<file path="src/rtl/div_ramp_ctrl_pkg.sv">
// Shared types and defaults for the divide-count ramp scheduler.
package div_ctrl_pkg;

  localparam int unsigned DEF_CW = 26;

  typedef enum logic {
    IDLE,
    RAMP
  } ramp_state_t;

endpackage

</file>
<file path="src/rtl/div_ramp_ctrl_if.sv">
// Request channel from the motion-command logic into the ramp scheduler.
interface div_ramp_ctrl_if #(
  parameter int unsigned CW = div_ctrl_pkg::DEF_CW
);

  logic          req_valid;
  logic          req_ready;
  logic [CW-1:0] req_count;
  logic          req_abort;

  modport master (
    output req_valid,
    output req_count,
    output req_abort,
    input  req_ready
  );

  modport slave (
    input  req_valid,
    input  req_count,
    input  req_abort,
    output req_ready
  );

endinterface

</file>
<file path="src/rtl/div_clk_edge.sv">
// Rising-edge detector for the divider output; rise is high for one clk cycle.
module div_clk_edge (
  input  logic clk,
  input  logic rst,
  input  logic div_clk,
  output logic rise
);

  logic div_clk_q;

  always_ff @(posedge clk or posedge rst) begin
    if (rst) div_clk_q <= 1'b0;
    else     div_clk_q <= div_clk;
  end

  assign rise = div_clk & ~div_clk_q;

endmodule

</file>
<file path="src/rtl/div_ramp_ctrl.sv">
// Ramps the divider count_control toward a requested target in bounded steps,
// one step every DWELL rising edges of div_clk.
module div_ramp_ctrl
  import div_ctrl_pkg::*;
#(
  parameter int unsigned   CW         = DEF_CW,
  parameter logic [CW-1:0] INIT_COUNT = CW'(24_999_999),
  parameter logic [CW-1:0] MIN_COUNT  = CW'(1),
  parameter logic [CW-1:0] STEP       = CW'(1000),
  parameter int unsigned   DWELL      = 4
) (
  input  logic          clk,
  input  logic          rst,
  input  logic          div_clk,
  div_ramp_ctrl_if.slave req,
  output logic [CW-1:0] count_control,
  output logic          busy,
  output logic          done
);

  localparam int unsigned   EW     = $clog2(DWELL + 1);
  localparam logic [EW-1:0] LAST   = EW'(DWELL - 1);
  localparam logic [CW:0]   STEP_X = {1'b0, STEP};

  ramp_state_t   state_q, state_d;
  logic [EW-1:0] cnt_q, cnt_d;
  logic [CW-1:0] tgt_q, tgt_d, cc_d, req_tgt, stepped;
  logic [CW:0]   cc_x, tgt_x, diff;
  logic          busy_d, done_d, up, rise;

  div_clk_edge u_edge (
    .clk     (clk),
    .rst     (rst),
    .div_clk (div_clk),
    .rise    (rise)
  );

  assign req.req_ready = (state_q == IDLE);

  // diff > STEP whenever stepped is used, so the CW-bit step cannot wrap
  always_comb begin
    cc_x    = {1'b0, count_control};
    tgt_x   = {1'b0, tgt_q};
    up      = (tgt_x > cc_x);
    diff    = up ? (tgt_x - cc_x) : (cc_x - tgt_x);
    stepped = up ? (count_control + STEP) : (count_control - STEP);
    req_tgt = (req.req_count < MIN_COUNT) ? MIN_COUNT : req.req_count;
  end

  always_comb begin
    state_d = state_q;
    cnt_d   = cnt_q;
    tgt_d   = tgt_q;
    cc_d    = count_control;
    busy_d  = busy;
    done_d  = 1'b0;
    case (state_q)
      IDLE: begin
        if (req.req_valid) begin
          tgt_d = req_tgt;
          if (req_tgt == count_control) begin
            done_d = 1'b1;
          end else begin
            state_d = RAMP;
            busy_d  = 1'b1;
            cnt_d   = '0;
          end
        end
      end
      RAMP: begin
        // abort takes priority over a step landing on the same edge
        if (req.req_abort) begin
          state_d = IDLE;
          busy_d  = 1'b0;
        end else if (rise) begin
          if (cnt_q == LAST) begin
            cnt_d = '0;
            if (diff <= STEP_X) begin
              cc_d    = tgt_q;
              done_d  = 1'b1;
              busy_d  = 1'b0;
              state_d = IDLE;
            end else begin
              cc_d = stepped;
            end
          end else begin
            cnt_d = cnt_q + EW'(1);
          end
        end
      end
      default: begin
        state_d = IDLE;
        busy_d  = 1'b0;
      end
    endcase
  end

  always_ff @(posedge clk or posedge rst) begin
    if (rst) begin
      state_q       <= IDLE;
      cnt_q         <= '0;
      tgt_q         <= INIT_COUNT;
      count_control <= INIT_COUNT;
      busy          <= 1'b0;
      done          <= 1'b0;
    end else begin
      state_q       <= state_d;
      cnt_q         <= cnt_d;
      tgt_q         <= tgt_d;
      count_control <= cc_d;
      busy          <= busy_d;
      done          <= done_d;
    end
  end

endmodule

</file>
<file path="src/flat_wrapper.sv">
// flat-port wrapper written by rule: the top's interface ports become plain ports
module div_ramp_ctrl_flat import div_ctrl_pkg::*;
#(
  parameter int unsigned   CW         = DEF_CW,
  parameter logic [CW-1:0] INIT_COUNT = CW'(24_999_999),
  parameter logic [CW-1:0] MIN_COUNT  = CW'(1),
  parameter logic [CW-1:0] STEP       = CW'(1000),
  parameter int unsigned   DWELL      = 4
)
  (clk, rst, div_clk, count_control, busy, done, req_req_valid, req_req_count, req_req_abort, req_req_ready);
  div_ramp_ctrl_if #(.CW(CW)) req_i ();
  input  logic clk;
  input  logic rst;
  input  logic div_clk;
  output logic [CW-1:0] count_control;
  output logic busy;
  output logic done;
  input wire logic [$bits(req_i.req_valid)-1:0] req_req_valid;
  input wire logic [$bits(req_i.req_count)-1:0] req_req_count;
  input wire logic [$bits(req_i.req_abort)-1:0] req_req_abort;
  output wire logic [$bits(req_i.req_ready)-1:0] req_req_ready;
  assign req_i.req_valid = req_req_valid;
  assign req_i.req_count = req_req_count;
  assign req_i.req_abort = req_req_abort;
  assign req_req_ready = req_i.req_ready;
  div_ramp_ctrl #(.CW(CW), .INIT_COUNT(INIT_COUNT), .MIN_COUNT(MIN_COUNT), .STEP(STEP), .DWELL(DWELL)) u_core (.clk(clk), .rst(rst), .div_clk(div_clk), .req(req_i), .count_control(count_control), .busy(busy), .done(done));
endmodule
</file>
<file path="config.mk">
export PLATFORM = sky130hd
export DESIGN_NAME = div_ramp_ctrl_flat
export DESIGN_NICKNAME = d
export VERILOG_FILES = /design/src/rtl/div_ramp_ctrl_pkg.sv /design/src/rtl/div_ramp_ctrl_if.sv /design/src/rtl/div_clk_edge.sv /design/src/rtl/div_ramp_ctrl.sv /design/src/flat_wrapper.sv
export SDC_FILE = /design/constraint.sdc
export NUM_CORES = 1
export LEC_CHECK = 0
export ABC_AREA = 1
export ABC_CLOCK_PERIOD_IN_PS = 7900
export CAP_MARGIN = 20
export CORE_UTILIZATION = 67
export CTS_CLUSTER_DIAMETER = 80
export DETAILED_ROUTE_END_ITERATION = 12
export PLACE_DENSITY = 0.89
export RECOVER_POWER = 50
export SLEW_MARGIN = 20
export SYNTH_ARGS = -nofsm -noshare
export SYNTH_HDL_FRONTEND = slang
export SYNTH_SLANG_ARGS = --single-unit
</file>
<file path="constraint.sdc">
create_clock -name clk -period 7.9 [get_ports clk]
set_input_delay 1.58 -clock clk [delete_from_list [all_inputs] [get_ports clk]]
set_output_delay 1.58 -clock clk [all_outputs]
set_load 0.005 [all_outputs]
</file>
==> out/summary.txt <==
HPWL after DPL: 23200 um
Initial Utilization: 68.9%
Worst slew margin: -122%
first drt pass iteration count: 6
Buf/Inv on CP: 2
critical setup path kind: flop to flop
Antenna Nets Post-Route: 0
cell count after synthesis: 1483
GPL Wtd Cong: 1.01
P_leak: 5.36 nW
share of post-route cells with drive strength above 1: 8.74%
Core Region: 12700 um^2
CP arrival: 5.27 ns
final WL: 31800 um
Crit Reg-Reg Startpoint: u_core.count_control[5]
top cells by area, synth: nand2_1, inv_1, ha_1
root buf cell: clkbuf_16
die height: 116 um
Post-synth EDFFs: 0
share of Yosys cell area claimed by the top area cell type: 24.1%
Post-CTS Setup Bufs: 0
clock sinks: 59
Max VDD drop: 223 uV
overflow left after global routing: 0
first-pass GRT wire length: 48700 um
CP startpoint: u_core.count_control[5]
Clk Latency, worst-skew pair: 0.34 ns
All-Layer GR Usage: 48.6%
cells along the critical path: inv_1 -> ha_1 -> nand2_2 -> nor2_2 -> inv_2 -> nor2_4 -> nand2_1 -> nand3_1 -> nand2_2 -> a21oi_2 -> ha_1 -> a21oi_1 -> o21ai_0 -> a21oi_1 -> o21ai_0 -> a31oi_1 -> o21bai_1 -> xor2_1 -> nand3_2 -> nand3_1
Max stage delay on crit path: 0.80 ns
clock-pin slew on the worst setup and hold paths: 0.06 ns
post-cts resize count: 0
Vias/cell: 5.86
Clock Path Buffers: 2
total power: 0.00204 W
Slew Limit Fails: 108
synthesis-to-layout area growth: 10.8%
Remaining DRCs: 0
count of buffers from port buffering: 59
Die ar.: 13500 um^2
Final setup viols: 0
CTS Hold Bufs: 0
status: finished, violations left
clock buffer count from CTS: 9
Power Dens Cells: 211 nW/um^2
WL met2: 13700 um
Netlist cell types: 46
row count: 41
syn nets: 1591
period utilization: 63.2%
RSZ-0062 raised after global routing: no
crit path time final: 4.99 ns
Final #Nets: 1636
critical-path maximum fanout: 18
Mean Syn Cell Area: 5.88 um^2
Critical Path RT: 8.18 ns
Avg WL per Cell: 18.6 um
initial antenna violation count: 1
H-tree depth: 3
dominant cell type by area after synthesis: nand2_1
Worst Min Path Start: u_core.cnt_q[2]
crit start category: flop
Worst Setup End Kind: flop
delay-heaviest family, CP: compound AO/OA/AOI/OAI gates
MaxCap Viol Count: 2
die width: 116 um
Hold Crit Class: flop to flop
synth warn: 0
DRT met1 WL: 11700 um
initial drt markers: 1069
Yosys reg bits: 59
largest net degree at the start of global routing: 60
clk_skew: 0.00913 ns
Worst-Margin Slew: 3.33 ns
synthesized area: 8730 um^2
DR top layer: met4
FFs w/ async S/R, synth: 100%
metal3 WL: 3550 um
setup TNS: 0 ns
DR vias: 10000
Final Hold Vio Count: 0
vias in the first global route: 9323
CTS tree: yes
slowest CP cell: a21oi_2
Main synth FF type: dfstp_2
failing checks: max-capacitance violations, max-slew violations
Max Fclk: 200 MHz
IO Pins: 60
FILL cells: 1020
sequential-to-total area share from yosys stat: 17.4%
==> where the power goes <==
| group | leakage (nW) | total [W] | switching, W | internal (W) |
|---|---|---|---|---|
| sequential | 0.682 | 0.000405 | 0.0000538 | 0.000352 |
| combinational | 4.53 | 0.00122 | 0.000842 | 0.000381 |
| clock | 0.145 | 0.000409 | 0.000148 | 0.000261 |
| total | 5.36 | 0.00204 | 0.00104 | 0.000994 |
==> cell usage after synthesis (2+ instances only) <==
cell and number:
o31ai_1 2, a21oi_2 2, inv_1 274, nand4_1 34, xor2_1 29, buf_2 7, nand2_1 561, nor2_4 5
dfstp_2 34, nor2_2 9, nand3_1 98, dfrtp_1 25, o21bai_1 4, nor4_1 3, nor2_1 77, o21ai_0 44
buf_6 5, o21a_1 4, a21o_1 2, nand2_4 3, ha_1 74, buf_8 2, a21oi_1 56, a31oi_1 2
xnor2_1 18, nand3_2 34, nor3_1 7, clkbuf_1 9, inv_2 15, nand2_2 11, fa_1 3, o2111ai_1 6
buf_4 5, o22ai_1 7
==> routing by layer <==
layer	global-route usage (%)	up-vias
met3	13.1	207
met4	39.5	0
met1	57.5	4457
met5	0	-
li1	-	4705
met2	74.3	631
==> cell type report <==
| type | count | area (um^2) | area share [%] |
|---|---|---|---|
| Clock inverter | 4 | 50.0 | 0.517 |
| Clock buffer | 12 | 256 | 2.65 |
| Multi-Input combinational cell | 1105 | 5930 | 61.3 |
| Sequential cell | 59 | 1520 | 15.7 |
| Antenna cell | 1 | 2.50 | 0.0259 |
| Inverter | 291 | 1090 | 11.3 |
| Tap cell | 172 | 215 | 2.23 |
| Timing Repair Buffer | 62 | 606 | 6.26 |
==> registers in the layout (all words and copies together), names as in the netlist <==
name                     count
u_core.count_control        26
u_core.state_q               1
u_core.busy                  1
u_core.cnt_q                 3
u_core.tgt_q                26
u_core.done                  1
u_core.u_edge.div_clk_q      1
==> through the flow <==
stage / cells / util [%] / hold slack [ns] / area (um^2) / worst slack, ns
floorplan: 1483 / - / 0.439 / 8730 / 4.08
global placement: 1689 / 74.0 / 0.459 / 9370 / 3.25
detailed placement: 1689 / 74.0 / 0.477 / 9370 / 3.10
CTS: 1705 / 76.4 / 0.488 / 9680 / 3.04
global route: 1706 / 76.3 / 0.503 / 9670 / 2.51
finish: 1706 / 76.3 / 0.487 / 9670 / 2.91
==> placed cells by master, fill, tap and decap left out, types with 7 or more instances in the layout <==
cell,synthesis,final
clkbuf_16,0,9
nor3_1,7,7
xor2_1,29,29
nand2_1,561,561
xnor2_1,18,18
o21ai_0,44,44
o22ai_1,7,7
dfrtp_1,25,25
nand3_2,34,34
nand4_1,34,34
nor2_2,9,9
nand3_1,98,98
dfstp_2,34,34
nor2_1,77,76
ha_1,74,74
inv_1,274,273
nand2_2,11,11
inv_2,15,15
clkdlybuf4s50_1,0,56
a21oi_1,56,56
==> path summary, 6_finish.rpt <==
path / to / slack, ns / cells past startpoint
setup / recovery: u_core.count_control[22] / 2.91 / 20
hold / removal: u_core.cnt_q[2] / 0.49 / 1
setup reg to reg: u_core.count_control[22] / 2.91 / 20
hold reg to reg: u_core.cnt_q[2] / 0.49 / 1
max in group asynchronous: u_core.count_control[15] / 3.04 / 3
min in group asynchronous: u_core.cnt_q[1] / 2.97 / 3
==> logic make-up (layout without fill, tap and decap cells) <==
| group | Yosys count | after routing | synth area share, % |
|---|---|---|---|
| simple gates | 849 | 849 | 43.4 |
| buf+inv | 319 | 369 | 14.8 |
| compound gates | 132 | 132 | 8.46 |
| other cells | 0 | 1 | 0 |
| xor+xnor | 47 | 47 | 4.72 |
| flops | 59 | 59 | 17.4 |
| fa+ha+maj | 77 | 77 | 11.3 |
==> worst reg2reg max path, delay by kind of cell (launching register included) <==
| kind | cells | cell delay, ns |
|---|---|---|
| XOR/XNOR | 1 | 0.19 |
| buffers and inverters | 2 | 0.15 |
| AO/OA/AOI/OAI | 7 | 2.20 |
| AND/OR/NAND/NOR | 8 | 0.86 |
| flip-flops | 1 | 0.61 |
| adder cells (fa/ha/maj) | 2 | 0.91 |
(Power assumes the default switching activity.)
